`src/rtl/warp_scheduler_pkg.sv`:
```
// Shared types for the warp scheduler: per-warp phase encoding and default warp count.
// Phase codes are shared by the FSM register and the warp_state broadcast.
`ifndef NUM_WARPS
`define NUM_WARPS 4
`endif

package warp_scheduler_pkg;

    localparam int DEFAULT_NUM_WARPS = `NUM_WARPS;

    typedef enum logic [2:0] {
        WARP_IDLE    = 3'd0,
        WARP_FETCH   = 3'd1,
        WARP_DECODE  = 3'd2,
        WARP_REQUEST = 3'd3,
        WARP_WAIT    = 3'd4,
        WARP_EXECUTE = 3'd5,
        WARP_UPDATE  = 3'd6,
        WARP_DONE    = 3'd7
    } warp_state_t;

    localparam logic [2:0] PH_IDLE    = 3'd0;
    localparam logic [2:0] PH_FETCH   = 3'd1;
    localparam logic [2:0] PH_DECODE  = 3'd2;
    localparam logic [2:0] PH_REQUEST = 3'd3;
    localparam logic [2:0] PH_WAIT    = 3'd4;
    localparam logic [2:0] PH_EXECUTE = 3'd5;
    localparam logic [2:0] PH_UPDATE  = 3'd6;
    localparam logic [2:0] PH_DONE    = 3'd7;

endpackage

```
`src/rtl/warp_scheduler_rr.sv`:
```
// Round-robin pick of the next runnable warp after the current one.
// The current warp is examined last, so a lone survivor is re-selected.
module rr_next_warp #(
    parameter int NUM_WARPS     = 4,
    parameter int WARP_ID_WIDTH = 2
) (
    input  logic [NUM_WARPS-1:0]     runnable,
    input  logic [WARP_ID_WIDTH-1:0] current,
    output logic [WARP_ID_WIDTH-1:0] next_warp,
    output logic                     found
);

    logic [WARP_ID_WIDTH-1:0] cand;

    always_comb begin
        cand      = '0;
        next_warp = current;
        found     = 1'b0;
        for (int off = 1; off <= NUM_WARPS; off++) begin
            cand = WARP_ID_WIDTH'((int'(current) + off) % NUM_WARPS);
            if (!found && runnable[cand]) begin
                found     = 1'b1;
                next_warp = cand;
            end
        end
    end

endmodule

```
`src/rtl/warp_scheduler.sv`:
```
// Single-issue round-robin warp scheduler: steps one warp at a time through
// fetch/decode/request/wait/execute/update and flags completion when all retire.
module warp_scheduler
    import warp_scheduler_pkg::*;
#(
    parameter int NUM_WARPS     = DEFAULT_NUM_WARPS,
    parameter int WARP_ID_WIDTH = (NUM_WARPS > 1) ? $clog2(NUM_WARPS) : 1
) (
    input  logic                     clk,
    input  logic                     reset,
    input  logic                     start,
    input  logic [WARP_ID_WIDTH:0]   num_warps_active,
    output logic                     fetch_req,
    input  logic                     fetch_ready,
    input  logic                     decoded_ret,
    input  logic                     decoded_mem_op,
    input  logic                     lsu_done,
    output logic [NUM_WARPS-1:0]     warp_enable,
    output warp_state_t              warp_state,
    output logic [WARP_ID_WIDTH-1:0] current_warp,
    output logic                     done
);

    logic [2:0]               phase_reg, phase_next;
    logic [NUM_WARPS-1:0]     runnable_reg, runnable_next;
    logic [NUM_WARPS-1:0]     retire_mask, launch_mask, enable_next;
    logic [WARP_ID_WIDTH-1:0] current_warp_reg, current_warp_next, rr_warp;
    logic [WARP_ID_WIDTH:0]   launch_count;
    logic [NUM_WARPS-1:0]     warp_enable_reg;
    logic                     rr_found, busy_next;
    logic                     ret_q_reg, mem_q_reg, fetch_req_reg, done_reg;

    assign launch_count = (num_warps_active > (WARP_ID_WIDTH+1)'(NUM_WARPS))
                        ? (WARP_ID_WIDTH+1)'(NUM_WARPS) : num_warps_active;
    assign busy_next    = (phase_next != PH_IDLE) && (phase_next != PH_DONE);

    // Per-warp masks: launch prefix, runnable set after a possible retire, and next enable.
    for (genvar gi = 0; gi < NUM_WARPS; gi++) begin : g_warp
        assign launch_mask[gi] = ((WARP_ID_WIDTH+1)'(gi) < launch_count);
        assign retire_mask[gi] = runnable_reg[gi]
                               & ~(ret_q_reg && (current_warp_reg == WARP_ID_WIDTH'(gi)));
        assign enable_next[gi] = busy_next && (current_warp_next == WARP_ID_WIDTH'(gi));
    end

    rr_next_warp #(
        .NUM_WARPS     (NUM_WARPS),
        .WARP_ID_WIDTH (WARP_ID_WIDTH)
    ) u_rr (
        .runnable  (retire_mask),
        .current   (current_warp_reg),
        .next_warp (rr_warp),
        .found     (rr_found)
    );

    always_comb begin
        phase_next        = phase_reg;
        runnable_next     = runnable_reg;
        current_warp_next = current_warp_reg;
        case (phase_reg)
            PH_IDLE, PH_DONE: begin
                if (start) begin
                    runnable_next     = launch_mask;
                    current_warp_next = '0;
                    phase_next        = (launch_count == '0) ? PH_DONE : PH_FETCH;
                end
            end
            PH_FETCH:   if (fetch_ready) phase_next = PH_DECODE;
            PH_DECODE:  phase_next = PH_REQUEST;
            PH_REQUEST: phase_next = PH_WAIT;
            PH_WAIT:    if (!mem_q_reg || lsu_done) phase_next = PH_EXECUTE;
            PH_EXECUTE: phase_next = PH_UPDATE;
            PH_UPDATE: begin
                runnable_next = retire_mask;
                if (rr_found) begin
                    current_warp_next = rr_warp;
                    phase_next        = PH_FETCH;
                end else begin
                    phase_next = PH_DONE;
                end
            end
            default:    phase_next = PH_IDLE;
        endcase
    end

    // Outputs are registered from next-state so nothing combinational reaches a port.
    always_ff @(posedge clk) begin
        if (reset) begin
            phase_reg        <= PH_IDLE;
            runnable_reg     <= '0;
            current_warp_reg <= '0;
            ret_q_reg        <= 1'b0;
            mem_q_reg        <= 1'b0;
            fetch_req_reg    <= 1'b0;
            done_reg         <= 1'b0;
            warp_enable_reg  <= '0;
        end else begin
            phase_reg        <= phase_next;
            runnable_reg     <= runnable_next;
            current_warp_reg <= current_warp_next;
            if (phase_reg == PH_DECODE) begin
                ret_q_reg <= decoded_ret;
                mem_q_reg <= decoded_mem_op;
            end
            fetch_req_reg    <= (phase_next == PH_FETCH);
            done_reg         <= (phase_next == PH_DONE);
            warp_enable_reg  <= enable_next;
        end
    end

    assign fetch_req    = fetch_req_reg;
    assign done         = done_reg;
    assign warp_enable  = warp_enable_reg;
    assign current_warp = current_warp_reg;
    assign warp_state   = warp_state_t'(phase_reg);

endmodule

```
`config.mk`:
```
export PLATFORM = sky130hd
export DESIGN_NAME = warp_scheduler
export DESIGN_NICKNAME = d
export VERILOG_FILES = /design/src/rtl/warp_scheduler_pkg.sv /design/src/rtl/warp_scheduler_rr.sv /design/src/rtl/warp_scheduler.sv
export SDC_FILE = /design/constraint.sdc
export NUM_CORES = 1
export LEC_CHECK = 0
export ABC_AREA = 1
export CELL_PAD_IN_SITES_DETAIL_PLACEMENT = 1
export CELL_PAD_IN_SITES_GLOBAL_PLACEMENT = 1
export CORE_ASPECT_RATIO = 1.25
export CORE_MARGIN = 2
export CORE_UTILIZATION = 36
export CTS_CLUSTER_SIZE = 24
export DETAILED_ROUTE_END_ITERATION = 16
export PLACE_DENSITY = 0.84
export REMOVE_ABC_BUFFERS = 1
export SLEW_MARGIN = 20
export SYNTH_ARGS = -nofsm -noshare
export SYNTH_HDL_FRONTEND = slang
export SYNTH_HIERARCHICAL = 1
export SYNTH_SLANG_ARGS = --single-unit
```
`constraint.sdc`:
```
create_clock -name clk -period 2.4 [get_ports clk]
set_clock_uncertainty 0.05 [all_clocks]
set_input_delay 0.6 -clock clk [delete_from_list [all_inputs] [get_ports clk]]
set_output_delay 0.6 -clock clk [all_outputs]
set_load 0.05 [all_outputs]
```
==> impl_metrics.ini, run 1 <==
[status]
result_of_the_run = finished, final reports clean

[floorplanning]
die_footprint_mm2 = 0.00377
initial_utilization = 0.374
core_area_mm2 = 0.00317
fp.dieH_um = 68.1
chipWidth_um = 55.3
design.portCount = 21
floorplan.rows = 23

[hold_path]
timing.hold.worst_path_depth = 2
holdCritStartpoint = mem_q_reg
worst_hold_path_type = flip-flop to flip-flop

[yosys]
post_synth_main_area_contributors = sky130_fd_sc_hd__dfxtp_1 29%, sky130_fd_sc_hd__nand2_1 18%, sky130_fd_sc_hd__nand3_1 9.3%
synth_top_area_share = 0.288
yosys.cell_count.top_type = sky130_fd_sc_hd__nand2_1
yosysTopAreaCell = sky130_fd_sc_hd__dfxtp_1
yosysUniqueCellTypes = 26
synth_common_cells = 58 x sky130_fd_sc_hd__nand2_1, 22 x sky130_fd_sc_hd__nand3_1, 17 x sky130_fd_sc_hd__dfxtp_1
syn-cell-area_mm2 = 0.00118
synth_ff_type = sky130_fd_sc_hd__dfxtp_1
number_of_enable_type_register_cells_in_the_synthesized_netlist = 0
ys_ff_latch = 17
synthesis.instances = 187
yosysSeqAreaShare = 0.288
async_flop_share = 0
syn-mean-instance-area_um2 = 6.33
ys.warnings.count = 6

[critical_path]
r2r.worst_path.cells = 16
critPathSlowestCell = sky130_fd_sc_hd__clkdlybuf4s50_1
crit_type = flip-flop to output port
critical-path-max-stage-delay_ns = 0.87
critical_path_required_ns = 1.75
cp_num_cells = 1
critPathMaxFanout = 9
worstReg2RegStart = current_warp[0]
crit_buf_inv = 1
setup.worst_path.start_class = flip-flop
end_kind = output port
timing.critical_path.max_delay_family = buffers and inverters
timing.critical_path.cells = clkdlybuf4s50_1
crit_start = warp_state[2]
critical_path_arrival_ns = 1.63

[timing]
report.final.setup_viol = 0
finalHoldWorstSlack_ns = 0.417
post-route-min-period_ns = 2.28
slew_violations = 0
fmax_mhz = 440
tightest_slew_ns = 0.511
max_slew_margin = 0.659
final-hold-violation-count = 0
final_min_period_over_clock_period = 0.948

[cts]
ctsLongestPathBuffers = 2
tritoncts_clock_tree = done
cts_hold_buf = 0
cts_max_level = 1
cts-buffers-inserted = 3
tritoncts_num_sinks = 17
clock_latency_ns = 0.26
clock_transition_time_at_the_flip_flop_clock_pins_of_the_worst_setup_and_hold_paths_ns = 0.07
root_buffer = sky130_fd_sc_hd__clkbuf_8

[global_routing]
grt_ovf = 0
grtUsageTotal = 0.208
antenna_found_initial = 0
grt_start_max_net_pins = 12
grt_pass1_wl_um = 6150
vias_in_the_first_global_route = 1416

[power_and_ir_drop]
p_seq_frac = 0.232
power-per-cell-area_mw_per_mm2 = 1090
worst_supply_voltage_drop_on_vdd_uv = 683
clock_power_share = 0.130
intPower_uw = 829
total_power_uw = 1700
sw_frac_of_total = 0.511
comb_power_share = 0.638
leakagePower_uw = 0.000752
switching_power_summed_over_all_nets_uw = 866

[drt]
drt-total-wl_um = 3750
drt-pass1-iter-count = 4
drt_drc_violations_left = 0
detailedRoute.firstIterationViolations = 23
detail-route-antenna-nets = 0
drt-vias-per-instance = 5.22
wire_length_per_cell_um = 14.8
via_count = 1320

[placement]
port_buffers = 20
dpl-instance-area_mm2 = 0.00144
detailedPlacementHpwl_um = 2980
routabilityCongestion = 0.891

[final_layout]
end_of_flow_core_utilization = 0.493
total_area_of_multi_input_combinational_cells_um2 = 781
fill_cells = 430
nNetsFinal = 227
area_delta_synth_final_pct = 31.8
seq_area_um2 = 347
finish.instance_area_mm2 = 0.00156
insertedDiodeCount = 0
final_layout_size_suffix_gt1_frac = 0.231

[flow_run]
maxCapViolations = 0
## power by group through the flow
stage               clock, µW  sequential, µW  combinational [µW]
floorplan                   0             542                 564
global placement            0             396                 940
detailed placement          0             401                 988
CTS                       221             396                1020
global route              234             402                1200
finish                    220             393                1080
## per-stage QoR
step	std cells	setup TNS, ns	setup WS [ns]
floorplan	183	-1.78	-0.289
global placement	245	0	0.127
detailed placement	245	-0.281	-0.0741
CTS	250	0	0.0171
global route	253	-0.0843	-0.0260
finish	253	0	0.125
## per-layer routing
layer	global-route usage	routed length, µm
met1	0.193	1440
met2	0.446	2140
met3	0.0284	69
met4	0.0945	99
met5	0	0
## layout make-up
cell class	count	share of cell area
Multi-Input combinational cell	147	0.500
Sequential cell	17	0.222
Timing Repair Buffer	29	0.171
Inverter	19	0.0473
Tap cell	37	0.0297
Clock buffer	3	0.0265
Clock inverter	1	0.00321
## kinds of logic after synthesis
kind of cell              synth area share
xor gates and xnor gates           0.00740
AOI/OAI and AO/OA                    0.133
DFF                                  0.288
and+or+nand+nor                      0.488
buffers and inverters               0.0835
## layout by cell type, fill, tap and decap left out, types with 2 or more instances in the layout
master                            netlist  layout
sky130_fd_sc_hd__nor2_1                14      14
sky130_fd_sc_hd__dfxtp_2                0       2
sky130_fd_sc_hd__o21ai_1                1       3
sky130_fd_sc_hd__nand2_4                2       3
sky130_fd_sc_hd__inv_2                  5       7
sky130_fd_sc_hd__nand3_2                0       3
sky130_fd_sc_hd__buf_4                  0      10
sky130_fd_sc_hd__nand3_1               22      19
sky130_fd_sc_hd__a21oi_1               10      10
sky130_fd_sc_hd__nor2_8                 2       2
sky130_fd_sc_hd__nand4_1                5       5
sky130_fd_sc_hd__o21ai_0               10       8
sky130_fd_sc_hd__nor2_2                 2       2
sky130_fd_sc_hd__nand2_1               58      57
sky130_fd_sc_hd__inv_1                 13      11
sky130_fd_sc_hd__nor2_4                 2       2
sky130_fd_sc_hd__dfxtp_1               17      14
sky130_fd_sc_hd__clkdlybuf4s50_1        0      18
sky130_fd_sc_hd__nand2_2                9       9
sky130_fd_sc_hd__o21a_1                 2       2
sky130_fd_sc_hd__clkbuf_8               0       3
## path summary, 6_finish.rpt
path / endpoint / slack [ns]
worst min-delay path: mem_q_reg / 0.42
worst min register to register: mem_q_reg / 0.42
worst max register to register: warp_enable[2] / 0.19
worst max-delay path: warp_state[2] / 0.12
## what timing repair did
action,CTS,global route
pin swaps,1,8
setup buffers,1,3
hold endpoints to repair,0,0
endpoints found under the setup margin,5,8
gates resized for setup,1,15
Power figures use the tool's default switching activity.
==> inputs of run 2 (changes only) <==
Settings changed: CTS_CLUSTER_DIAMETER set to 50.
==> results of run 2 <==
The final DEF is identical to that of run 1; final timing and power are the same.
